### config.mk
export PLATFORM = sky130hd
export DESIGN_NAME = ex_muldiv
export DESIGN_NICKNAME = d
export VERILOG_FILES = /design/src/rtl/mips_muldiv_pkg.sv /design/src/rtl/muldiv_iter.sv /design/src/rtl/ex_muldiv.sv
export SDC_FILE = /design/constraint.sdc
export NUM_CORES = 1
export LEC_CHECK = 0
export ABC_AREA = 1
export BUFFER_PORTS_ARGS = -buffer_cell sky130_fd_sc_hd__buf_2
export CAP_MARGIN = 10
export CORE_AREA = 2 2 281 283
export CTS_CLUSTER_SIZE = 40
export DETAILED_ROUTE_END_ITERATION = 10
export DIE_AREA = 0 0 283 285
export PLACE_DENSITY = 0.47
export SLEW_MARGIN = 20
export SYNTH_ARGS = -nofsm -noshare
export SYNTH_HDL_FRONTEND = slang
export SYNTH_SLANG_ARGS = --single-unit
### constraint.sdc
create_clock -name clk -period 2.7 [get_ports clk]
set_input_delay 0.135 -clock clk [delete_from_list [all_inputs] [get_ports clk]]
set_output_delay 0.135 -clock clk [all_outputs]
set_load 0.005 [all_outputs]
### src/rtl/mips_muldiv_pkg.sv
// Shared definitions for the EX-stage multiply/divide unit:
// op encodings, FSM states and default datapath width.
package mips_muldiv_pkg;

    localparam int WIDTH_DEF = 32;
    localparam int CNT_W_DEF = 5;

    typedef enum logic [2:0] {
        OP_MULT  = 3'd0,
        OP_MULTU = 3'd1,
        OP_DIV   = 3'd2,
        OP_DIVU  = 3'd3,
        OP_MTHI  = 3'd4,
        OP_MTLO  = 3'd5
    } muldiv_op_e;

    typedef enum logic [1:0] {
        S_IDLE,
        S_CALC,
        S_FIX
    } muldiv_state_e;

    function automatic logic op_is_signed(logic [2:0] op);
        return (op == OP_MULT) || (op == OP_DIV);
    endfunction

endpackage

### src/rtl/muldiv_iter.sv
// Unsigned radix-2 engine: shift-add multiply or restoring divide, one bit per step.
// Result is the 2*WIDTH product, or {remainder, quotient} in divide mode.
module muldiv_iter #(
    parameter int WIDTH = 32,
    parameter int CNT_W = 5
) (
    input  logic               clk,
    input  logic               rst,
    input  logic               load,
    input  logic               step,
    input  logic               is_div,
    input  logic [WIDTH-1:0]   a,
    input  logic [WIDTH-1:0]   b,
    output logic               last,
    output logic [2*WIDTH-1:0] result
);

    logic [2*WIDTH-1:0] acc;
    logic [WIDTH-1:0]   operand_b;
    logic               div_mode;
    logic [CNT_W-1:0]   cnt;

    logic [WIDTH:0]     mul_sum;
    logic [WIDTH:0]     div_sh;
    logic [WIDTH:0]     div_diff;
    logic               div_ge;

    // Multiply: upper half accumulates, multiplier bits drain out of the lower half.
    assign mul_sum  = {1'b0, acc[2*WIDTH-1:WIDTH]} + (acc[0] ? {1'b0, operand_b} : '0);
    // Divide: shift the next dividend bit into the partial remainder, then trial-subtract.
    assign div_sh   = {acc[2*WIDTH-1:WIDTH], acc[WIDTH-1]};
    assign div_ge   = div_sh >= {1'b0, operand_b};
    assign div_diff = div_sh - {1'b0, operand_b};

    assign last   = (cnt == {CNT_W{1'b1}});
    assign result = acc;

    always_ff @(posedge clk) begin
        if (rst) begin
            acc       <= '0;
            operand_b <= '0;
            div_mode  <= 1'b0;
            cnt       <= '0;
        end else if (load) begin
            acc       <= {{WIDTH{1'b0}}, a};
            operand_b <= b;
            div_mode  <= is_div;
            cnt       <= '0;
        end else if (step) begin
            cnt <= cnt + 1'b1;
            if (div_mode)
                acc <= {(div_ge ? div_diff[WIDTH-1:0] : div_sh[WIDTH-1:0]),
                        acc[WIDTH-2:0], div_ge};
            else
                acc <= {mul_sum, acc[WIDTH-1:1]};
        end
    end

endmodule

### src/rtl/ex_muldiv.sv
// EX-stage multiply/divide unit: owns HI/LO, sequences the iterative engine
// with sign pre/post-fixup, and requests stalls for dependent instructions.
import mips_muldiv_pkg::*;

module ex_muldiv #(
    parameter int WIDTH = WIDTH_DEF,
    parameter int CNT_W = CNT_W_DEF
) (
    input  logic             clk,
    input  logic             rst,
    input  logic             start,
    input  logic [2:0]       op,
    input  logic [WIDTH-1:0] busA,
    input  logic [WIDTH-1:0] busB,
    input  logic             mf_req,
    input  logic             flush,
    output logic             busy,
    output logic             stall_req,
    output logic             done,
    output logic [WIDTH-1:0] hi,
    output logic [WIDTH-1:0] lo
);

    muldiv_state_e state;

    logic             is_div_q;
    logic             neg_q;       // product / quotient sign
    logic             rem_neg_q;   // remainder follows the dividend
    logic             dbz_q;
    logic [WIDTH-1:0] a_raw_q;

    logic             a_neg, b_neg, sgn;
    logic [WIDTH-1:0] a_mag, b_mag;
    logic             accept;
    logic             eng_last;
    logic [2*WIDTH-1:0] eng_res;

    logic [2*WIDTH-1:0] prod_fix;
    logic [WIDTH-1:0]   quo_fix, rem_fix;
    logic [WIDTH-1:0]   fix_hi, fix_lo;

    assign sgn    = op_is_signed(op);
    assign a_neg  = sgn && busA[WIDTH-1];
    assign b_neg  = sgn && busB[WIDTH-1];
    assign a_mag  = a_neg ? -busA : busA;
    assign b_mag  = b_neg ? -busB : busB;
    assign accept = (state == S_IDLE) && start && !flush && (op <= OP_DIVU);

    muldiv_iter #(.WIDTH(WIDTH), .CNT_W(CNT_W)) u_iter (
        .clk    (clk),
        .rst    (rst),
        .load   (accept),
        .step   (state == S_CALC),
        .is_div (op[1]),
        .a      (a_mag),
        .b      (b_mag),
        .last   (eng_last),
        .result (eng_res)
    );

    always_comb begin
        prod_fix = neg_q ? -eng_res : eng_res;
        quo_fix  = neg_q ? -eng_res[WIDTH-1:0] : eng_res[WIDTH-1:0];
        rem_fix  = rem_neg_q ? -eng_res[2*WIDTH-1:WIDTH] : eng_res[2*WIDTH-1:WIDTH];
        if (!is_div_q) begin
            fix_hi = prod_fix[2*WIDTH-1:WIDTH];
            fix_lo = prod_fix[WIDTH-1:0];
        end else if (dbz_q) begin
            fix_hi = a_raw_q;
            fix_lo = '1;
        end else begin
            fix_hi = rem_fix;
            fix_lo = quo_fix;
        end
    end

    assign busy      = (state != S_IDLE);
    assign stall_req = busy && (start || mf_req);

    always_ff @(posedge clk) begin
        if (rst) begin
            state     <= S_IDLE;
            hi        <= '0;
            lo        <= '0;
            done      <= 1'b0;
            is_div_q  <= 1'b0;
            neg_q     <= 1'b0;
            rem_neg_q <= 1'b0;
            dbz_q     <= 1'b0;
            a_raw_q   <= '0;
        end else begin
            done <= 1'b0;
            case (state)
                S_IDLE: begin
                    if (start && !flush) begin
                        case (op)
                            OP_MTHI: hi <= busA;
                            OP_MTLO: lo <= busA;
                            OP_MULT, OP_MULTU, OP_DIV, OP_DIVU: begin
                                is_div_q  <= op[1];
                                neg_q     <= a_neg ^ b_neg;
                                rem_neg_q <= a_neg;
                                dbz_q     <= (busB == '0);
                                a_raw_q   <= busA;
                                state     <= S_CALC;
                            end
                            default: ;
                        endcase
                    end
                end
                S_CALC: begin
                    if (flush)
                        state <= S_IDLE;
                    else if (eng_last)
                        state <= S_FIX;
                end
                S_FIX: begin
                    if (!flush) begin
                        hi   <= fix_hi;
                        lo   <= fix_lo;
                        done <= 1'b1;
                    end
                    state <= S_IDLE;
                end
                default: state <= S_IDLE;
            endcase
        end
    end

endmodule

Word-level counts from Yosys, hierarchy flattened. Cells that the tools add are included.

Register bits after elaboration: 205. Bits of input ports: 72. Logic and storage cells: 91.

Add/subtract/negate cells: 8. Magnitude comparators: 2. Equality and inequality tests: 14. Mux-type cells: 28. Bitwise logic cells: 2. Reductions and logical operators: 23.

Operators with widths (count): two-way mux 32 bit (18); two-way mux 64 bit (2); negator 32 bit (4); case mux 32 bit (2 select lines) (2); negator 64 bit (1); adder 32 x 32 -> 33 bit (1); >= comparator 33 x 32 -> 1 bit (1); zero test 32 bit (1); subtractor 32 bit (1); two-way mux 2 bit (4); != test 2 x 1 -> 1 bit, second input constant (4); AND reduction 4 bit (2); logical AND 1 bit (7); == test 3 x 2 -> 1 bit, second input constant (2); == test 3 bit, second input constant (2); AND reduction 3 bit (2); nonzero test 2 bit (3); adder 5 x 1 -> 5 bit, second input constant (1); == test 5 bit, second input constant (1); case mux 2 bit (2 select lines) (1); OR reduction 2 bit (2); OR reduction 4 bit (1); == test 3 x 1 -> 1 bit, second input constant (1); less-or-equal comparator 3 x 2 -> 1 bit, second input constant (1); 11 further kinds (12).

Logic depth before layout (Yosys ltp). Gate-level depths: netlist of run 1.

Word-level depth: 6. Gate-level depth with buffers: 20.

Modules after synthesis. A second synthesis of run 1 with hierarchy kept.

Cells, all modules: 3351. Area total of the unflattened synthesis: 19292.3 sq um.

Modules (own cells, without submodules): muldiv_iter (instances 1, cells each 1698, area an instance 9794.4 sq um, sequential area each 2042.0 sq um); ex_muldiv (instances 1, cells each 1653, area an instance 9497.9 sq um, sequential area each 2062.0 sq um).

Worst setup path after synthesis of run 1. OpenSTA, ideal clock, no wires.

Path kind: register -> register. From: register u_iter.acc[0] (netlist: u_iter.result[0]). To: register u_iter.acc[45] (netlist: u_iter.result[45]). Data arrival time: 2232 ps. Data required time: 2591 ps. Path slack: 359 ps. Cell stages (with the launch flop): 18. Cell sequence: dfxtp_1 -> buf_6 -> clkbuf_1 -> nand2_1 -> inv_1 -> ha_1 -> fa_1 -> nand3_1 -> nand3_1 -> nand2_1 -> nand2_1 -> nand2_1 -> nand2_1 -> xor2_1 -> a21oi_1 -> nand3_1 -> nand2_1 -> inv_1.

Longest elaborated chain between the ends: 3.

RTL lines: start, declared (RTL line muldiv_iter.sv:18) `logic [2*WIDTH-1:0] acc;`; start signal, assigned (RTL line muldiv_iter.sv:45) `acc <= {{WIDTH{1'b0}}, a};`; start signal, assigned (RTL line muldiv_iter.sv:52) `acc <= {(div_ge ? div_diff[WIDTH-1:0] : div_sh[WIDTH-1:0]),`; start signal, assigned (RTL line muldiv_iter.sv:55) `acc <= {mul_sum, acc[WIDTH-1:1]};`; two-way mux 32 bit (RTL line muldiv_iter.sv:29) `assign mul_sum = {1'b0, acc[2*WIDTH-1:WIDTH]} + (acc[0] ? {1'b0, operand_b} : '0);`; adder 32 x 32 -> 33 bit (RTL line muldiv_iter.sv:29); two-way mux 64 bit (RTL line muldiv_iter.sv:51) `if (div_mode)`.

No other way between the ends. A chain may end at the register's enable or synchronous reset.

Worst setup path in the final report of run 1.
From: register u_iter.acc[60] (netlist: u_iter.result[60]). To: register u_iter.acc[58] (netlist: u_iter.result[58]).

Longest elaborated chain between the ends: 3.

RTL lines: >= comparator 33 x 32 -> 1 bit (RTL line muldiv_iter.sv:32) `assign div_ge = div_sh >= {1'b0, operand_b};`; two-way mux 32 bit (RTL line muldiv_iter.sv:52); two-way mux 64 bit (RTL line muldiv_iter.sv:51).

No other way between the ends.

==> metrics, run 1 <==
Detailed Place HPWL=85100 um; vias in the first global route=22700; Hold WS=0.0291 ns; Warnings, synthesis=0; Max Fclk=388 MHz; CTS tree=done; clock latency on the worst-skew pair=0.59 ns; Post-Synthesis Net Count=3600; Initial Util=24.7%; Final Hold Viols=0; Tcrit/Tclk final=95.5%; Rows=103; Yosys reg bits=205; H-tree levels=1; post-route antenna net violation count=0; Horiz. Die Dim=283 um; Max Fanout on Critical Path=11; layout cells sized above 1=12.6%; Wirelength per Cell=21.5 um; RD Place Congestion=0.964; main flop type after synthesis=dfxtp_1; die area=0.0807 mm2; cts bufs inserted=27; gr ovfl total=0; pin count of the biggest net entering global routing=54; CP endpoint kind=flop; crit path DAT=3.06 ns; Vias/cell=5.03; clock slew at reported path FFs=0.07 ns; Mapped Area=0.0192 mm2; Layout Skew=0.0273 ns; CP required=3.19 ns; Core ar.=0.0780 mm2; placed instance count=4680; CP dominant cell by count=nand2_1; worst rel slew slack=41.2%; Top Family by Delay on Critical Path=simple AND/OR/NAND/NOR gates; Post-synth EDFFs=0; nets=3867; Layout area overhead=23.8%; asr flop ratio synth=0%; number of port buffers=138; Unique masters post-synth=54; Routed Wire Length=103000 um; Final Total Pwr=10.7 mW; leakage power=12.0 nW; Synth area leader=dfxtp_1; register area share after synthesis=21.3%; max-slew violations=0; first-pass GRT wire length=150000 um; max_cap viols=0; # DRC=0; clk sink count=205; CP max stage delay=0.53 ns; Clock Tree Buf Depth=3; worst slack at placement=0.0352 ns; Slowest-stage cell, CP=dfxtp_1; Syn Area/Cell=5.57 um2; critical path type=reg2reg; setup ws final=0.123 ns; Worst-Margin Slew=0.875 ns; DRT iter0 DRCs=2266; Pwr Density=450 mW/mm2; min-delay worst type=in2reg; CTS root buf=clkbuf_16; setup violators final=0; via count=24100; # IOs=139; Die Y=285 um; GRT Total Usage=24.7%; final std cells w/o fill=4795; drt pass-1 iters=6; Final Critical Period=2.58 ns; postcts setup bufs=0; antenna violations before repair=4; maximum VDD drop=0.425 mV; Buffers & Inverters on Critical Path=4; Synth Instances=3456; critical-path cell list=ha_1 > nand2_1 > inv_1 > nand2_2 > inv_2 > a21oi_1 > nand2_1 > nor2_4 > nand2_8 > buf_4 > nand3_1 > nand4_1 > nand2_1 > inv_1; top cell type's share of synthesized area=21.3%; Synth area leaders=dfxtp_1 (21%), nand2_1 (19%), inv_1 (9.3%); outcome=finished clean; Worst Setup Start Kind=flop
-- per-stage QoR --
stage,cell area (um2),setup TNS [ns],util (%)
2_1_floorplan,19200,0,-
3_3_place_gp,22100,-0.0179,28.3
3_5_place_dp,22100,0,28.3
4_1_cts,23700,0,30.4
5_1_grt,23800,-0.0231,30.5
6_report,23800,0,30.6
-- cell families (layout without fill, tap and decap cells) --
family          Yosys count  in the layout  synth area share, %
simple gates           1855           1855                 40.9
compound gates          646            646                 18.2
buf+inv                 630            918                 12.6
flops                   205            205                 21.3
fa+ha+maj                72             72                 4.76
xor+xnor                 48             48                 2.18
other cells               0              1                    0
-- where the power goes --
group          switching [mW]  internal, mW  total (mW)
Combinational            2.33          1.07        3.40
Clock                    1.67          2.33        4.00
Sequential              0.169          3.16        3.33
-- cell type report --
cell class | instances | area (um2)
diodes | 1 | 2.50
flip-flops and latches | 205 | 4130
clock buffers | 34 | 773
fillers | 8981 | 54100
well taps | 1050 | 1310
clock inverters | 16 | 193
repair buffers | 374 | 2750
multi-input cells | 2621 | 12800
inverters | 494 | 1860
-- cells in the mapped netlist, types with 20 or more instances --
library cell / n
nand2_1: 995
inv_1: 477
nor2_1: 416
o21ai_0: 263
a21oi_1: 251
nand3_1: 250
dfxtp_1: 205
clkbuf_1: 90
nand4_1: 71
ha_1: 70
nor3_1: 37
xor2_1: 30
buf_2: 26
o22ai_1: 24
o211ai_1: 21
a31oi_1: 20
-- registers in the layout, summed over array words and instances (netlist names) --
name              flops
done                  1
u_iter.cnt            5
u_iter.div_mode       1
state                 2
is_div_q              1
dbz_q                 1
u_iter.result        64
lo                   32
u_iter.operand_b     32
hi                   32
a_raw_q              32
neg_q                 1
rem_neg_q             1
-- path summary, 6_finish.rpt --
kind / start / end / slack [ns] / cells past startpoint
worst min-delay path: busA[5] / u_iter.result[5]$_SDFFE_PP0P_ / 0.03 / 3
worst min register to register: u_iter.cnt[4]$_SDFFE_PP0P_ / u_iter.cnt[4]$_SDFFE_PP0P_ / 0.46 / 2
worst max register to register: u_iter.result[60]$_SDFFE_PP0P_ / u_iter.result[58]$_SDFFE_PP0P_ / 0.12 / 14
worst max-delay path: u_iter.result[60]$_SDFFE_PP0P_ / u_iter.result[58]$_SDFFE_PP0P_ / 0.12 / 14
-- worst register-to-register path: stages, from the launching register on --
cell	delay [ns]
dfxtp_1	0.53
ha_1	0.37
nand2_1	0.12
inv_1	0.06
nand2_2	0.12
inv_2	0.04
a21oi_1	0.15
nand2_1	0.11
nor2_4	0.26
nand2_8	0.12
buf_4	0.19
nand3_1	0.18
nand4_1	0.12
nand2_1	0.07
inv_1	0.03
-- routing by layer --
layer  part of all wire [%]  GRT usage, %
met3                    7.4          3.78
met1                     44          33.0
met5                  0.013             0
met2                     45          40.0
met4                    4.3          9.16
-- cells in the final DEF, fill, tap and decap left out, drive strengths merged, types with 42 or more instances in the layout --
cell type / instances
nor2: 443
dlygate4sd3: 64
nand3: 253
dfxtp: 205
buf: 310
inv: 494
nor3: 42
ha: 70
a21oi: 251
o21ai: 280
nand2: 1008
nand4: 71
-- repair_timing --
action / in CTS / in global routing
hold buffers: 64 / 0
endpoints found under the setup margin: 0 / 36
resized for setup: 0 / 42
hold endpoints to repair: 77 / 0
No activity file was read; power rests on OpenSTA's default activity.
==> run 2: changes to the inputs <==
--- a/config.mk
+++ b/config.mk
@@ -8,11 +8,14 @@
 export ABC_AREA = 1
 export BUFFER_PORTS_ARGS = -buffer_cell sky130_fd_sc_hd__buf_2
 export CAP_MARGIN = 10
+export CELL_PAD_IN_SITES_DETAIL_PLACEMENT = 0
+export CELL_PAD_IN_SITES_GLOBAL_PLACEMENT = 2
 export CORE_AREA = 2 2 281 283
 export CTS_CLUSTER_SIZE = 40
 export DETAILED_ROUTE_END_ITERATION = 10
 export DIE_AREA = 0 0 283 285
-export PLACE_DENSITY = 0.47
+export MAX_ROUTING_LAYER = met4
+export PLACE_DENSITY = 0.73
 export SLEW_MARGIN = 20
 export SYNTH_ARGS = -nofsm -noshare
 export SYNTH_HDL_FRONTEND = slang
==> metrics, run 2 (synthesized netlist as in run 1, its figures left out) <==
commonest non-fill, non-tap cells in the layout=nand2_1 (995), inv_1 (473), nor2_1 (406); CP dominant cell by count=nand2_1; number of port buffers=138 (unchanged); Tcrit/Tclk final=96.3% (+0.86 points); drt pass-1 iters=6 (unchanged); Final Critical Period=2.60 ns (+0.0232 ns); CP max stage delay=0.42 ns (-0.11 ns); critical-path cell list=inv_1 > ha_1 > inv_1 > fa_1 > buf_4 > nand2_1 > nand3_2 > nand2_1 > nand2_1 > xnor2_1 > nand3_2 > nand3b_1 > a21oi_1; Detailed Place HPWL=87500 um (+2.8%); postcts setup bufs=0 (unchanged); clock network power share=35.9% (-1.4 points); GRT Total Usage=26.0% (+1.3 points); # IOs=139 (unchanged); clk sink count=205 (unchanged); Layout area overhead=27.1%; Power Internal=6.66 mW (+1.4%); worst hold endpoint=a_raw_q[4]$_SDFFE_PP0P_; Slowest-stage cell, CP=fa_1; placed instance count=4762 (+1.8%); Die Y=285 um (unchanged); combinational share of power=33.8% (+2.1 points); DRT iter0 DRCs=2329 (+2.8%); gr ovfl total=0 (unchanged); worst rel slew slack=28.9% (-12 points); Vias/cell=4.96 (-1.3%); Core ar.=0.0780 mm2 (unchanged); Worst Setup Start Kind=flop; first-pass GRT wire length=152000 um (+1.6%); Horiz. Die Dim=283 um (unchanged); unrepaired setup endpoints after global routing=false; register-to-register setup slack=0.1 ns (-0.02 ns); Initial Util=24.7% (unchanged); Max Fclk=385 MHz (-0.89%); clock slew at reported path FFs=0.06 ns (about the same); antenna violations before repair=1 (-3); min-delay worst type=in2reg; critical path depth in cells=13 (-1); final std cells w/o fill=4880 (+1.8%); Wirelength per Cell=21.7 um (+1.0%); RR Startpoint=u_iter.result[31]$_SDFFE_PP0P_; CP endpoint kind=flop; max_cap viols=0 (unchanged); Buffers & Inverters on Critical Path=3 (-1); # DRC=0 (unchanged); CTS root buf=clkbuf_16; Clock Tree Buf Depth=3 (unchanged); Final Hold Viols=0 (unchanged); layout cells sized above 1=14.1% (+1.4 points); die area=0.0807 mm2 (unchanged); leakage power=12.4 nW (+3.5%); Filler cells=9007 (+0.29%); CP required=3.16 ns (-0.03 ns); pin count of the biggest net entering global routing=71 (+31%); via count=24200 (+0.42%); outcome=finished clean; RD Place Congestion=0.962 (-0.17%); max reg flops=64 (unchanged); Layout Skew=0.0666 ns (+0.0393 ns); hold_sp=busA[4]; Layout Cell Area excl Fill=0.0245 mm2 (+2.7%); clock latency on the worst-skew pair=0.64 ns (+0.05 ns); Rows=103 (unchanged); Max Fanout on Critical Path=4 (-7); Worst-Margin Slew=1.06 ns (+0.190 ns); Switch Pwr=4.24 mW (+1.7%); Placed Area=0.0228 mm2 (+3.1%); R2R Path End=u_iter.result[40]$_SDFFE_PP0P_; CTS tree=done; most common cell after layout, fill and taps aside=nand2_1; nets=3951 (+2.2%); max-slew violations=0 (unchanged); Pwr Density=445 mW/mm2 (-1.1%); setup violators final=0 (unchanged); H-tree levels=1 (unchanged); cell count of the worst reg-to-reg path=13 (-1); maximum VDD drop=0.460 mV (+8.2%); post-route antenna net violation count=0 (unchanged); Top Family by Delay on Critical Path=simple AND/OR/NAND/NOR gates; Final Total Pwr=10.9 mW (+1.5%); cts bufs inserted=29 (+7.4%); sw frac=38.9% (+0.059 points); critical path type=reg2reg; Routed Wire Length=106000 um (+2.8%); crit path DAT=3.06 ns (about the same); sequential group share of total power=30.3% (-0.7 points); vias in the first global route=22700 (-0.21%); worst hold stages=3 (unchanged)
==> run 2: cell types whose count changed in the layout (fill, tap and decap cells not counted), moves of 4 or more <==
cell      before  now
buf_4        160  239
nor2_1       410  406
clkbuf_1       1    6
dfxtp_2       17    2
buf_12         9   15
clkinv_2       3    7
dfxtp_1      187  202
==> run 2: cell type report <==
| class | count | area (um2) | share of cell area (%) |
|---|---|---|---|
| clock inverters | 13 | 121 | 0.496 |
| flip-flops and latches | 205 | 4110 | 16.8 |
| multi-input cells | 2621 | 12800 | 52.4 |
| inverters | 494 | 1860 | 7.59 |
| well taps | 1050 | 1310 | 5.37 |
| clock buffers | 40 | 817 | 3.34 |
| repair buffers | 456 | 3430 | 14.0 |
| diodes | 1 | 2.50 | 0.0102 |
==> run 2: worst max-delay path by stage <==
stage                                                 to                            from
final                     u_iter.result[40]$_SDFFE_PP0P_  u_iter.result[31]$_SDFFE_PP0P_
after global routing      u_iter.result[60]$_SDFFE_PP0P_   u_iter.result[0]$_SDFFE_PP0P_
after CTS                 u_iter.result[40]$_SDFFE_PP0P_  u_iter.result[31]$_SDFFE_PP0P_
after detailed placement  u_iter.result[62]$_SDFFE_PP0P_   u_iter.result[0]$_SDFFE_PP0P_
after global placement    u_iter.result[46]$_SDFFE_PP0P_   u_iter.result[0]$_SDFFE_PP0P_
after floorplan           u_iter.result[45]$_SDFFE_PP0P_   u_iter.result[0]$_SDFFE_PP0P_
==> run 2: power by group through the flow <==
stage | sequential, mW | clock [mW] | combinational, mW
after global routing | 3.31 | 4.05 | 4.01
after floorplan | 3.31 | 0 | 2.00
after CTS | 3.29 | 3.94 | 3.63
after detailed placement | 3.36 | 0 | 3.54
after global placement | 3.36 | 0 | 3.56
final | 3.30 | 3.91 | 3.68
==> run 2: worst register-to-register path, cell delays in order, from the launching register on <==
cell and delay [ns]:
dfxtp_1 0.31, inv_1 0.17, ha_1 0.18, inv_1 0.08, fa_1 0.42, buf_4 0.18
nand2_1 0.08, nand3_2 0.16, nand2_1 0.13, nand2_1 0.12, xnor2_1 0.27, nand3_2 0.17
nand3b_1 0.12, a21oi_1 0.06
==> run 2: what timing repair did <==
action | in CTS | in global routing
pin swaps | 0 | 2
endpoints found under the setup margin | 2 | 23
resized for setup | 1 | 24
hold buffers | 64 | 0
gates cloned | 0 | 0
hold endpoints to repair | 84 | 0
==> run 2: metal layers <==
metal | routed length [um] | GRT usage, %
met5 | 0 | -
met1 | 49700 | 35.4
met4 | 3320 | 7.47
met2 | 47200 | 40.7
met3 | 5680 | 2.52
==> run 2: metrics by stage <==
stage | utilization, % | setup slack (ns) | setup TNS [ns] | hold WS (ns)
CTS | 31.3 | 0.0160 | 0 | 0.0167
detailed placement | 29.2 | 0.0151 | 0 | 0.430
floorplan | - | 0.359 | 0 | 0.212
global placement | 29.2 | -0.0101 | -0.0101 | 0.426
global route | 31.4 | 0.000224 | 0 | 0.0439
finish | 31.4 | 0.0994 | 0 | 0.0278
